**config.mk**
```make
export PLATFORM = sky130hd
export DESIGN_NAME = fsk4_symbol_mapper_flat
export DESIGN_NICKNAME = d
export VERILOG_FILES = /design/src/rtl/fsk4_cw_if.sv /design/src/rtl/fsk4_symbol_mapper.sv /design/src/flat_wrapper.sv
export SDC_FILE = /design/constraint.sdc
export NUM_CORES = 1
export LEC_CHECK = 0
export ABC_AREA = 1
export BUFFER_PORTS_ARGS = -buffer_cell sky130_fd_sc_hd__buf_2
export CAP_MARGIN = 25
export CORE_ASPECT_RATIO = 0.5
export CORE_UTILIZATION = 35
export DETAILED_ROUTE_END_ITERATION = 10
export PLACE_DENSITY = 0.61
export REMOVE_ABC_BUFFERS = 1
export SYNTH_ARGS = -nofsm -noshare
export SYNTH_HDL_FRONTEND = slang
export SYNTH_SLANG_ARGS = --single-unit
```
**constraint.sdc**
```tcl
create_clock -name clk -period 2.1 [get_ports clk]
set_input_delay 0.105 -clock clk [delete_from_list [all_inputs] [get_ports clk]]
set_output_delay 0.105 -clock clk [all_outputs]
set_load 0.03 [all_outputs]
```
**src/rtl/fsk4_cw_if.sv**
```systemverilog
// Codeword handshake between the CRC-8 encoder (master) and the
// 4-FSK symbol mapper (slave): a valid/ready pair carrying one 16-bit
// codeword {data[7:0], crc[7:0]} per transfer.
interface fsk4_cw_if;
    logic        cw_valid;
    logic [15:0] cw_data;
    logic        cw_ready;

    modport master (
        output cw_valid,
        output cw_data,
        input  cw_ready
    );

    modport slave (
        input  cw_valid,
        input  cw_data,
        output cw_ready
    );
endinterface

```
**src/rtl/fsk4_symbol_mapper.sv**
```systemverilog
// 4-FSK symbol mapper.
// Takes one 16-bit codeword per frame and emits a 4-symbol sync word
// followed by the codeword as 8 dibits (MSB first), each symbol held for
// SPS clock cycles. Every frame is exactly 12*SPS cycles long, and a new
// codeword can be accepted on the final cycle of a frame so back-to-back
// frames are gapless.
//
// Optional build macro FSK_GRAY_MAP_EN: when defined, each dibit is
// Gray-mapped to a tone index so adjacent tones differ by one bit;
// otherwise the tone index equals the dibit. Timing is identical.
module fsk4_symbol_mapper #(
    parameter int          SPS       = 16,
    parameter logic [7:0]  SYNC_WORD = 8'hB4
) (
    input  logic        clk,
    input  logic        rst_n,
    fsk4_cw_if.slave    cw,
    output logic        sym_valid,
    output logic [1:0]  sym,
    output logic        sym_strobe,
    output logic        busy,
    output logic        frame_done
);

    localparam int SCW = (SPS > 1) ? $clog2(SPS) : 1;
    localparam logic [SCW-1:0] SAMP_LAST = SCW'(SPS - 1);

    typedef enum logic [1:0] {
        IDLE = 2'd0,
        SYNC = 2'd1,
        DATA = 2'd2
    } state_t;

    state_t         state, state_nxt;
    logic [SCW-1:0] samp_cnt, samp_nxt;
    logic [2:0]     sym_cnt, sym_cnt_nxt;
    logic [15:0]    shreg, shreg_nxt;

    logic           sym_valid_nxt;
    logic [1:0]     sym_nxt;
    logic           sym_strobe_nxt;
    logic           busy_nxt;
    logic           frame_done_nxt;

    logic           last_samp;
    logic           frame_end;
    logic           xfer;

    // Dibit to tone index.
    function automatic logic [1:0] tone_map(input logic [1:0] d);
`ifdef FSK_GRAY_MAP_EN
        return {d[1], d[1] ^ d[0]};
`else
        return d;
`endif
    endfunction

    // Sync dibit for a given sync symbol position, MSB first.
    function automatic logic [1:0] sync_dibit(input logic [1:0] idx);
        logic [1:0] d;
        case (idx)
            2'd0:    d = SYNC_WORD[7:6];
            2'd1:    d = SYNC_WORD[5:4];
            2'd2:    d = SYNC_WORD[3:2];
            default: d = SYNC_WORD[1:0];
        endcase
        return d;
    endfunction

    assign last_samp = (samp_cnt == SAMP_LAST);
    // Last cycle of the last data symbol; only depends on registered state.
    assign frame_end = (state == DATA) && (sym_cnt == 3'd7) && last_samp;

    assign cw.cw_ready = (state == IDLE) || frame_end;
    assign xfer        = cw.cw_valid && cw.cw_ready;

    // Next-state, counters, shift register and next output values.
    always_comb begin
        state_nxt   = state;
        samp_nxt    = samp_cnt;
        sym_cnt_nxt = sym_cnt;
        shreg_nxt   = shreg;

        case (state)
            IDLE: begin
                if (xfer) begin
                    state_nxt   = SYNC;
                    samp_nxt    = '0;
                    sym_cnt_nxt = 3'd0;
                    shreg_nxt   = cw.cw_data;
                end
            end
            SYNC: begin
                if (last_samp) begin
                    samp_nxt = '0;
                    if (sym_cnt == 3'd3) begin
                        state_nxt   = DATA;
                        sym_cnt_nxt = 3'd0;
                    end else begin
                        sym_cnt_nxt = sym_cnt + 3'd1;
                    end
                end else begin
                    samp_nxt = samp_cnt + SCW'(1);
                end
            end
            DATA: begin
                if (last_samp) begin
                    samp_nxt = '0;
                    if (sym_cnt == 3'd7) begin
                        sym_cnt_nxt = 3'd0;
                        if (xfer) begin
                            state_nxt = SYNC;
                            shreg_nxt = cw.cw_data;
                        end else begin
                            state_nxt = IDLE;
                        end
                    end else begin
                        sym_cnt_nxt = sym_cnt + 3'd1;
                        shreg_nxt   = {shreg[13:0], 2'b00};
                    end
                end else begin
                    samp_nxt = samp_cnt + SCW'(1);
                end
            end
            default: begin
                state_nxt   = IDLE;
                samp_nxt    = '0;
                sym_cnt_nxt = 3'd0;
            end
        endcase

        // Outputs describe the symbol slot the machine is entering.
        sym_valid_nxt  = (state_nxt != IDLE);
        busy_nxt       = (state_nxt != IDLE);
        sym_strobe_nxt = sym_valid_nxt && (samp_nxt == '0);
        frame_done_nxt = (state_nxt == DATA) && (sym_cnt_nxt == 3'd7) &&
                         (samp_nxt == SAMP_LAST);
        case (state_nxt)
            SYNC:    sym_nxt = tone_map(sync_dibit(sym_cnt_nxt[1:0]));
            DATA:    sym_nxt = tone_map(shreg_nxt[15:14]);
            default: sym_nxt = 2'd0;
        endcase
    end

    // State, counters, codeword and registered outputs.
    always_ff @(posedge clk or negedge rst_n) begin
        if (!rst_n) begin
            state      <= IDLE;
            samp_cnt   <= '0;
            sym_cnt    <= 3'd0;
            shreg      <= 16'd0;
            sym_valid  <= 1'b0;
            sym        <= 2'd0;
            sym_strobe <= 1'b0;
            busy       <= 1'b0;
            frame_done <= 1'b0;
        end else begin
            state      <= state_nxt;
            samp_cnt   <= samp_nxt;
            sym_cnt    <= sym_cnt_nxt;
            shreg      <= shreg_nxt;
            sym_valid  <= sym_valid_nxt;
            sym        <= sym_nxt;
            sym_strobe <= sym_strobe_nxt;
            busy       <= busy_nxt;
            frame_done <= frame_done_nxt;
        end
    end

endmodule
```
**src/flat_wrapper.sv**
```systemverilog
// flat-port wrapper written by rule: the top's interface ports become plain ports
module fsk4_symbol_mapper_flat 
#(
    parameter int          SPS       = 16,
    parameter logic [7:0]  SYNC_WORD = 8'hB4
)
  (clk, rst_n, sym_valid, sym, sym_strobe, busy, frame_done, cw_cw_valid, cw_cw_data, cw_cw_ready);
  fsk4_cw_if cw_i ();
  input  logic clk;
  input  logic rst_n;
  output logic sym_valid;
  output logic [1:0] sym;
  output logic sym_strobe;
  output logic busy;
  output logic frame_done;
  input wire logic [$bits(cw_i.cw_valid)-1:0] cw_cw_valid;
  input wire logic [$bits(cw_i.cw_data)-1:0] cw_cw_data;
  output wire logic [$bits(cw_i.cw_ready)-1:0] cw_cw_ready;
  assign cw_i.cw_valid = cw_cw_valid;
  assign cw_i.cw_data = cw_cw_data;
  assign cw_cw_ready = cw_i.cw_ready;
  fsk4_symbol_mapper #(.SPS(SPS), .SYNC_WORD(SYNC_WORD)) u_core (.clk(clk), .rst_n(rst_n), .cw(cw_i), .sym_valid(sym_valid), .sym(sym), .sym_strobe(sym_strobe), .busy(busy), .frame_done(frame_done));
endmodule
```
==> results of run 1 <==
critical path, stage by stage (launching register included):
cell                      delay, ns
sky130_fd_sc_hd__dfrtp_1       0.39
sky130_fd_sc_hd__ha_2          0.21
sky130_fd_sc_hd__buf_6         0.13
sky130_fd_sc_hd__ha_4          0.17
sky130_fd_sc_hd__a21oi_4       0.14
sky130_fd_sc_hd__nor2_1        0.06
sky130_fd_sc_hd__o32ai_1       0.25
sky130_fd_sc_hd__nand2_1       0.16
sky130_fd_sc_hd__ha_2          0.33
sky130_fd_sc_hd__inv_1         0.03
sky130_fd_sc_hd__nand2_1       0.04
sky130_fd_sc_hd__a21oi_1       0.05
path summary, 6_finish.rpt:
path,from,end,slack (ns)
worst max-delay path,u_core.sym_cnt[0],u_core.sym[0],0.04
worst min-delay path,cw_cw_data[4],u_core.shreg[4],0.05
worst max register to register,u_core.sym_cnt[0],u_core.sym[0],0.04
worst min register to register,u_core.shreg[4],u_core.shreg[4],0.49
max in group asynchronous,rst_n,u_core.shreg[15],1.26
min in group asynchronous,rst_n,u_core.sym_strobe,0.40
metal layers:
metal	wire length (um)	GRT usage	share of wire
met4	13	0.0548	0.0029
met2	2040	0.284	0.46
met1	2230	0.206	0.50
met5	0	0	0
met3	179	0.0405	0.040
area by class of cell:
cell class / count / area share
multi-input cells: 166 / 0.424
clock inverters: 1 / 0.00199
well taps: 70 / 0.0348
repair buffers: 52 / 0.138
flip-flops and latches: 30 / 0.299
clock buffers: 7 / 0.0343
inverters: 45 / 0.0687
layout by cell type, fill, tap and decap left out, types with 3 or more instances in the layout:
| cell | count |
|---|---|
| sky130_fd_sc_hd__a21oi_1 | 15 |
| sky130_fd_sc_hd__buf_2 | 25 |
| sky130_fd_sc_hd__buf_4 | 24 |
| sky130_fd_sc_hd__clkbuf_8 | 6 |
| sky130_fd_sc_hd__dfrtp_1 | 30 |
| sky130_fd_sc_hd__ha_1 | 6 |
| sky130_fd_sc_hd__ha_2 | 6 |
| sky130_fd_sc_hd__ha_4 | 4 |
| sky130_fd_sc_hd__inv_1 | 38 |
| sky130_fd_sc_hd__inv_2 | 5 |
| sky130_fd_sc_hd__nand2_1 | 55 |
| sky130_fd_sc_hd__nand2_2 | 5 |
| sky130_fd_sc_hd__nand3_1 | 14 |
| sky130_fd_sc_hd__nor2_1 | 14 |
| sky130_fd_sc_hd__nor2_2 | 3 |
| sky130_fd_sc_hd__o2111ai_1 | 3 |
| sky130_fd_sc_hd__o21ai_0 | 17 |
| sky130_fd_sc_hd__o221ai_1 | 5 |
state kept, by name (all words and copies together) (netlist names):
register           flops
u_core.shreg          16
u_core.samp_cnt        4
u_core.sym_cnt         3
u_core.state           2
u_core.sym             2
u_core.frame_done      1
u_core.sym_strobe      1
u_core.sym_valid       1
power breakdown:
group | leakage [nW] | internal, mW | switching [mW] | total [mW]
clock network | 0.0482 | 0.264 | 0.228 | 0.492
registers | 0.347 | 0.578 | 0 | 0.578
logic | 0.850 | 0.0146 | 0.0219 | 0.0365
cell families after synthesis:
family,share of synthesized area
AO/OA/AOI/OAI,0.159
XOR/XNOR,0.00449
adder cells (fa/ha/maj),0.103
buffers and inverters,0.123
flip-flops,0.385
AND/OR/NAND/NOR,0.226
timing repair:
| action | CTS | global route |
|---|---|---|
| buffers inserted | 1 | 2 |
| hold buffers | 1 | 0 |
| cloned | 0 | 0 |
| pin swaps | 6 | 14 |
| hold endpoints to repair | 30 | 0 |
| endpoints found under the setup margin | 4 | 4 |
| resized for setup | 11 | 17 |
stage by stage:
step                instance area [sq um]   util
floorplan                            1880      -
global placement                     2280  0.443
detailed placement                   2280  0.443
CTS                                  2440  0.476
global route                         2510  0.490
finish                               2510  0.490
==> summary.txt, run 1 <==
Status
  – Result of the run: finished, final reports clean

Drt
  – DRC: 0
  – Detailed-route via count: 1740
  – Final routed wirelength across all metal layers: 4450 um
  – Number of nets with antenna violations after detailed routing: 0
  – Routed WL per cell: 12.0 um
  – Initial drt markers: 86
  – TritonRoute pass-1 iters: 4
  – Detailed-route vias per instance: 4.69

Pwr
  – Total chip power: 1.11 mW
  – Leakage power summed over all cells: 1.24 nW
  – Ratio of total power to cell area: about 440 nW/um^2
  – Maximum vdd ir drop: 194 uV

Global routing
  – First-pass GRT wire length: 7160 um
  – Largest net degree at the start of global routing: 31
  – Gr ovfl total: 0
  – Vias in the first global route: 1601
  – Global-route usage over all layers: 0.164
  – Antenna violations before repair: 0

Worst hold path
  – Number of cells on the worst hold path: 3
  – Min-Delay Path Class: in -> reg

STA
  – Final setup skew: 0.00223 ns
  – Transition time of the tightest slew-check pin: around 0.7 ns
  – Final critical path time including I/O delays and setup: ~2.1 ns
  – Final worst hold slack: 0.0471 ns
  – Final setup violating endpoints: 0
  – Count of endpoints failing hold in the final timing report: 0
  – Post-route worst setup slack: 0.0393 ns
  – Worst slew margin relative to its limit: 0.540
  – RSZ-0062 raised after global routing: yes
  – Setup Total Neg Slack: 0 ns
  – Final cycle utilization of the critical path: 0.981
  – Maximum clock frequency: 0.485 GHz
  – Max Slew Vio Count: 0

Cells and area
  – Seq. cell area: 751 sq um
  – Area growth syn-to-layout: 29.0%
  – Number of nets in the finished design: ~340
  – Total area of multi-input combinational cells: 1070 sq um
  – Fin cells: 371
  – Share of cells above drive strength 1: 0.302
  – Filler instances: between 400 and 500
  – Number of diodes added for antenna fixing: 0

Logic synthesis
  – Commonest cells in the netlist: 55 x sky130_fd_sc_hd__nand2_1, 41 x sky130_fd_sc_hd__inv_1, 30 x sky130_fd_sc_hd__dfrtp_1
  – Area of the mapped netlist: 1950 sq um
  – Portion of the post-synthesis area used by sequential elements: 0.385
  – Area contributors post-synth: sky130_fd_sc_hd__dfrtp_1 39%, sky130_fd_sc_hd__nand2_1 11%, sky130_fd_sc_hd__ha_1 10%, sky130_fd_sc_hd__inv_1 7.9%, sky130_fd_sc_hd__o21ai_0 4.4%
  – Top FF cell, synth: sky130_fd_sc_hd__dfrtp_1
  – Number of enable flip-flop cells after synthesis: 0
  – Most area-hungry cell type in the Yosys netlist: sky130_fd_sc_hd__dfrtp_1
  – Gate count after technology mapping: 248
  – Fraction of post-synthesis cell area in the top cell type by area: 0.385
  – Synthesized area divided by synthesized cell count: 7.86 sq um
  – Flop and latch count out of synthesis: 30
  – Share of synthesized registers carrying an async set or reset: 1.00
  – Leading cell type by number of instances after synthesis: sky130_fd_sc_hd__nand2_1
  – Number of warning messages in the yosys log: 0
  – Count of unique library cells instantiated by Yosys: 32

Critical path
  – R2R cell count: 11
  – CP Capture Type: register
  – Critical path type: reg -> reg
  – Worst-path maximum fanout: 3
  – Arrival @ worst endpoint: ~2.2 ns
  – Critical path required time: approximately 2.3 ns
  – Startpoint Class: register

Placed design
  – Worst setup timing slack at the placement stage: -0.178 ns
  – Count of input and output buffers: 25
  – Gp weighted congestion: between 0.8 and 0.9
  – Placed Instances: 359
  – Estimated wirelength of the detail-placed design: 3240 um

Floorplan
  – Die span in x: 108 um
  – Standard cell core area: slightly above 5000 sq um
  – Starting density of the core: 0.380
  – Count of boundary I/O pins: 26
  – Overall die area: 5890 sq um
  – FP Rows: 18
  – Vertical die dimension: ~55 um

CTS
  – Clock-pin transition on the worst setup and hold timing paths: 0.06 ns
  – Clock sink count: 30
  – Buffer depth of the longest clock path: 2
  – Clock tree from TritonCTS: done
  – Insertion delay to the later sink of the worst-skew pair: 0.28 ns
  – CTS Buf Count: 5
  – Clock root buffer: sky130_fd_sc_hd__clkbuf_8
  – H-tree depth reported by CTS: 2

Job
  – Max-cap violation count: 0
No activity file was read; power rests on OpenSTA's default activity.
==> run 2, diff against run 1 <==
- CORE_UTILIZATION: 35 -> 45
- PLACE_DENSITY: 0.61 -> 0.73
==> summary.txt, run 2 (synthesized netlist as in run 1, its figures left out) <==
Status
  – Result of the run: complete, but fails checks
  – Violated checks: negative setup slack

Floorplan
  – Count of boundary I/O pins: 26
  – Vertical die dimension: 48.5 um
  – Overall die area: 4620 sq um
  – Starting density of the core: 0.484
  – Die span in x: 95.1 um
  – FP Rows: 16
  – Standard cell core area: 4020 sq um

Pwr
  – Ratio of total power to cell area: 423 nW/um^2
  – Maximum vdd ir drop: 236 uV
  – Leakage power summed over all cells: 1.26 nW

STA
  – Final cycle utilization of the critical path: 1.00
  – Max Slew Vio Count: 0
  – Worst slew margin relative to its limit: 0.550
  – Maximum clock frequency: 0.476 GHz
  – Final critical path time including I/O delays and setup: 2.10 ns
  – Count of endpoints failing hold in the final timing report: 0
  – RSZ-0062 raised after global routing: yes
  – Final setup violating endpoints: 1
  – Transition time of the tightest slew-check pin: 0.674 ns
  – Final setup skew: 0.00512 ns
  – Post-route worst setup slack: -0.00104 ns

CTS
  – Clock root buffer: sky130_fd_sc_hd__clkbuf_8
  – Clock sink count: 30
  – H-tree depth reported by CTS: 2
  – CTS Buf Count: 5
  – Clock tree from TritonCTS: done
  – Buffer depth of the longest clock path: 2
  – Insertion delay to the later sink of the worst-skew pair: 0.28 ns
  – Clock-pin transition on the worst setup and hold timing paths: 0.07 ns

Cells and area
  – Max reg flops: 16
  – Area growth syn-to-layout: 32.3%
  – Most common library cell in the layout ignoring fill and taps: sky130_fd_sc_hd__nand2_1
  – Register with the most flip-flops: u_core.shreg
  – Final core occ: 0.641
  – Largest registers: u_core.shreg: 16 flops, u_core.samp_cnt: 4 flops, u_core.sym_cnt: 3 flops
  – Most frequent cells in the layout: 54 x sky130_fd_sc_hd__nand2_1, 38 x sky130_fd_sc_hd__inv_1, 29 x sky130_fd_sc_hd__dfrtp_1, 28 x sky130_fd_sc_hd__buf_4, 25 x sky130_fd_sc_hd__buf_2
  – Number of nets in the finished design: 339
  – Number of diodes added for antenna fixing: 0
  – Share of cells above drive strength 1: 0.338

Drt
  – Final routed wirelength across all metal layers: roughly 5300 um
  – Detailed-route vias per instance: 5.41
  – Highest metal layer with signal wires: met4
  – DRC: 0
  – Routed wire length on met3: 313 um
  – Routed metal-1 wire length: between 2000 and 2500 um
  – Routed WL per cell: ~15 um
  – TritonRoute pass-1 iters: 4
  – Number of nets with antenna violations after detailed routing: 0
  – Initial drt markers: between 70 and 80
  – Detailed-route via count: 1943
  – Total met2 wirelength after detailed routing: 2610 um

Global routing
  – Vias in the first global route: 1654
  – First-pass GRT wire length: 7230 um
  – Largest net degree at the start of global routing: 31
  – Antenna violations before repair: 0
  – Gr ovfl total: 0
  – Global-route usage over all layers: 0.205

Job
  – Max-cap violation count: 0

Critical path
  – Startpoint Class: register
  – Arrival @ worst endpoint: 2.31 ns
  – Critical path type: reg -> reg
  – Crit. Startpoint: u_core.samp_cnt[1]
  – Critical path required time: around 2.3 ns
  – CP Capture Type: register
  – Critical register-to-register path startpoint: u_core.samp_cnt[1]
  – Worst-path maximum fanout: 5

Worst hold path
  – Min-Delay Path Class: in -> reg
  – Hold path start: cw_cw_data[10]

Placed design
  – Count of input and output buffers: 25
  – Estimated wirelength of the detail-placed design: 3220 um
  – Worst setup timing slack at the placement stage: -0.118 ns
  – Gp weighted congestion: 0.899
[run 2: cell count changes in the layout (fill, tap and decap cells not counted), moves of 2 or more]
cell | previous run | this run
sky130_fd_sc_hd__buf_4 | 24 | 28
sky130_fd_sc_hd__a21oi_1 | 15 | 13
sky130_fd_sc_hd__a21oi_2 | 0 | 2
sky130_fd_sc_hd__ha_4 | 4 | 6
sky130_fd_sc_hd__o21ai_0 | 17 | 15
sky130_fd_sc_hd__o21ai_1 | 2 | 4
[run 2: critical path: stages (launching register included)]
cell,delay [ns]
sky130_fd_sc_hd__dfrtp_1,0.40
sky130_fd_sc_hd__ha_4,0.17
sky130_fd_sc_hd__nand3_4,0.13
sky130_fd_sc_hd__inv_4,0.13
sky130_fd_sc_hd__nand2_1,0.14
sky130_fd_sc_hd__a21oi_1,0.16
sky130_fd_sc_hd__o21ai_1,0.10
sky130_fd_sc_hd__a21oi_2,0.22
sky130_fd_sc_hd__buf_4,0.14
sky130_fd_sc_hd__buf_4,0.11
sky130_fd_sc_hd__ha_4,0.13
sky130_fd_sc_hd__nand2_1,0.06
sky130_fd_sc_hd__a21oi_2,0.12
[run 2: per-layer routing]
layer  up-vias  global-route usage
met5         -                   0
met2        97               0.340
met4         0              0.0732
met1       895               0.259
met3        38              0.0487
li1        913                   -
[run 2: worst paths after layout]
kind                                           end  slack, ns  cells past startpoint
worst max-delay path                 u_core.sym[0]     -0.001                     12
worst min-delay path              u_core.shreg[10]       0.05                      3
worst max register to register       u_core.sym[0]     -0.001                     12
worst min register to register     u_core.shreg[4]       0.50                      2
max in group asynchronous        u_core.sym_cnt[2]       1.23                      2
min in group asynchronous       u_core.samp_cnt[3]       0.40                      2
[run 2: through the flow]
| step | TNS (ns) | hold slack, ns | power, mW | cell area, sq um | instances |
|---|---|---|---|---|---|
| after detailed placement | -0.118 | 0.177 | 0.624 | 2200 | 336 |
| after CTS | 0 | 0.0514 | 1.10 | 2360 | 347 |
| after floorplan | -1.03 | -0.191 | 0.593 | 1880 | 241 |
| after global placement | 0 | 0.166 | 0.623 | 2200 | 336 |
| after global routing | -0.426 | 0.0600 | 1.13 | 2580 | 359 |
| final | -0.00104 | 0.0532 | 1.09 | 2580 | 359 |
[run 2: layout make-up]
cell class	count	area, sq um
Multi-Input combinational cell	166	1110
Tap cell	54	67.6
Fill cell	317	1450
Timing Repair Buffer	56	385
Inverter	45	174
Clock inverter	1	5.00
Sequential cell	30	752
Clock buffer	7	86.3
[run 2: power breakdown]
part	internal (mW)	switching, mW
sequential	0.578	0
combinational	0.0146	0.0215
clock	0.264	0.213
[run 2: repair_timing]
action                                 CTS  global route
hold buffers                             1             0
endpoints found under the hold margin   30             0
buffers inserted                         2            12
pin swaps                                1            12
setup endpoints to repair                2             4
gates resized for setup                  7            32
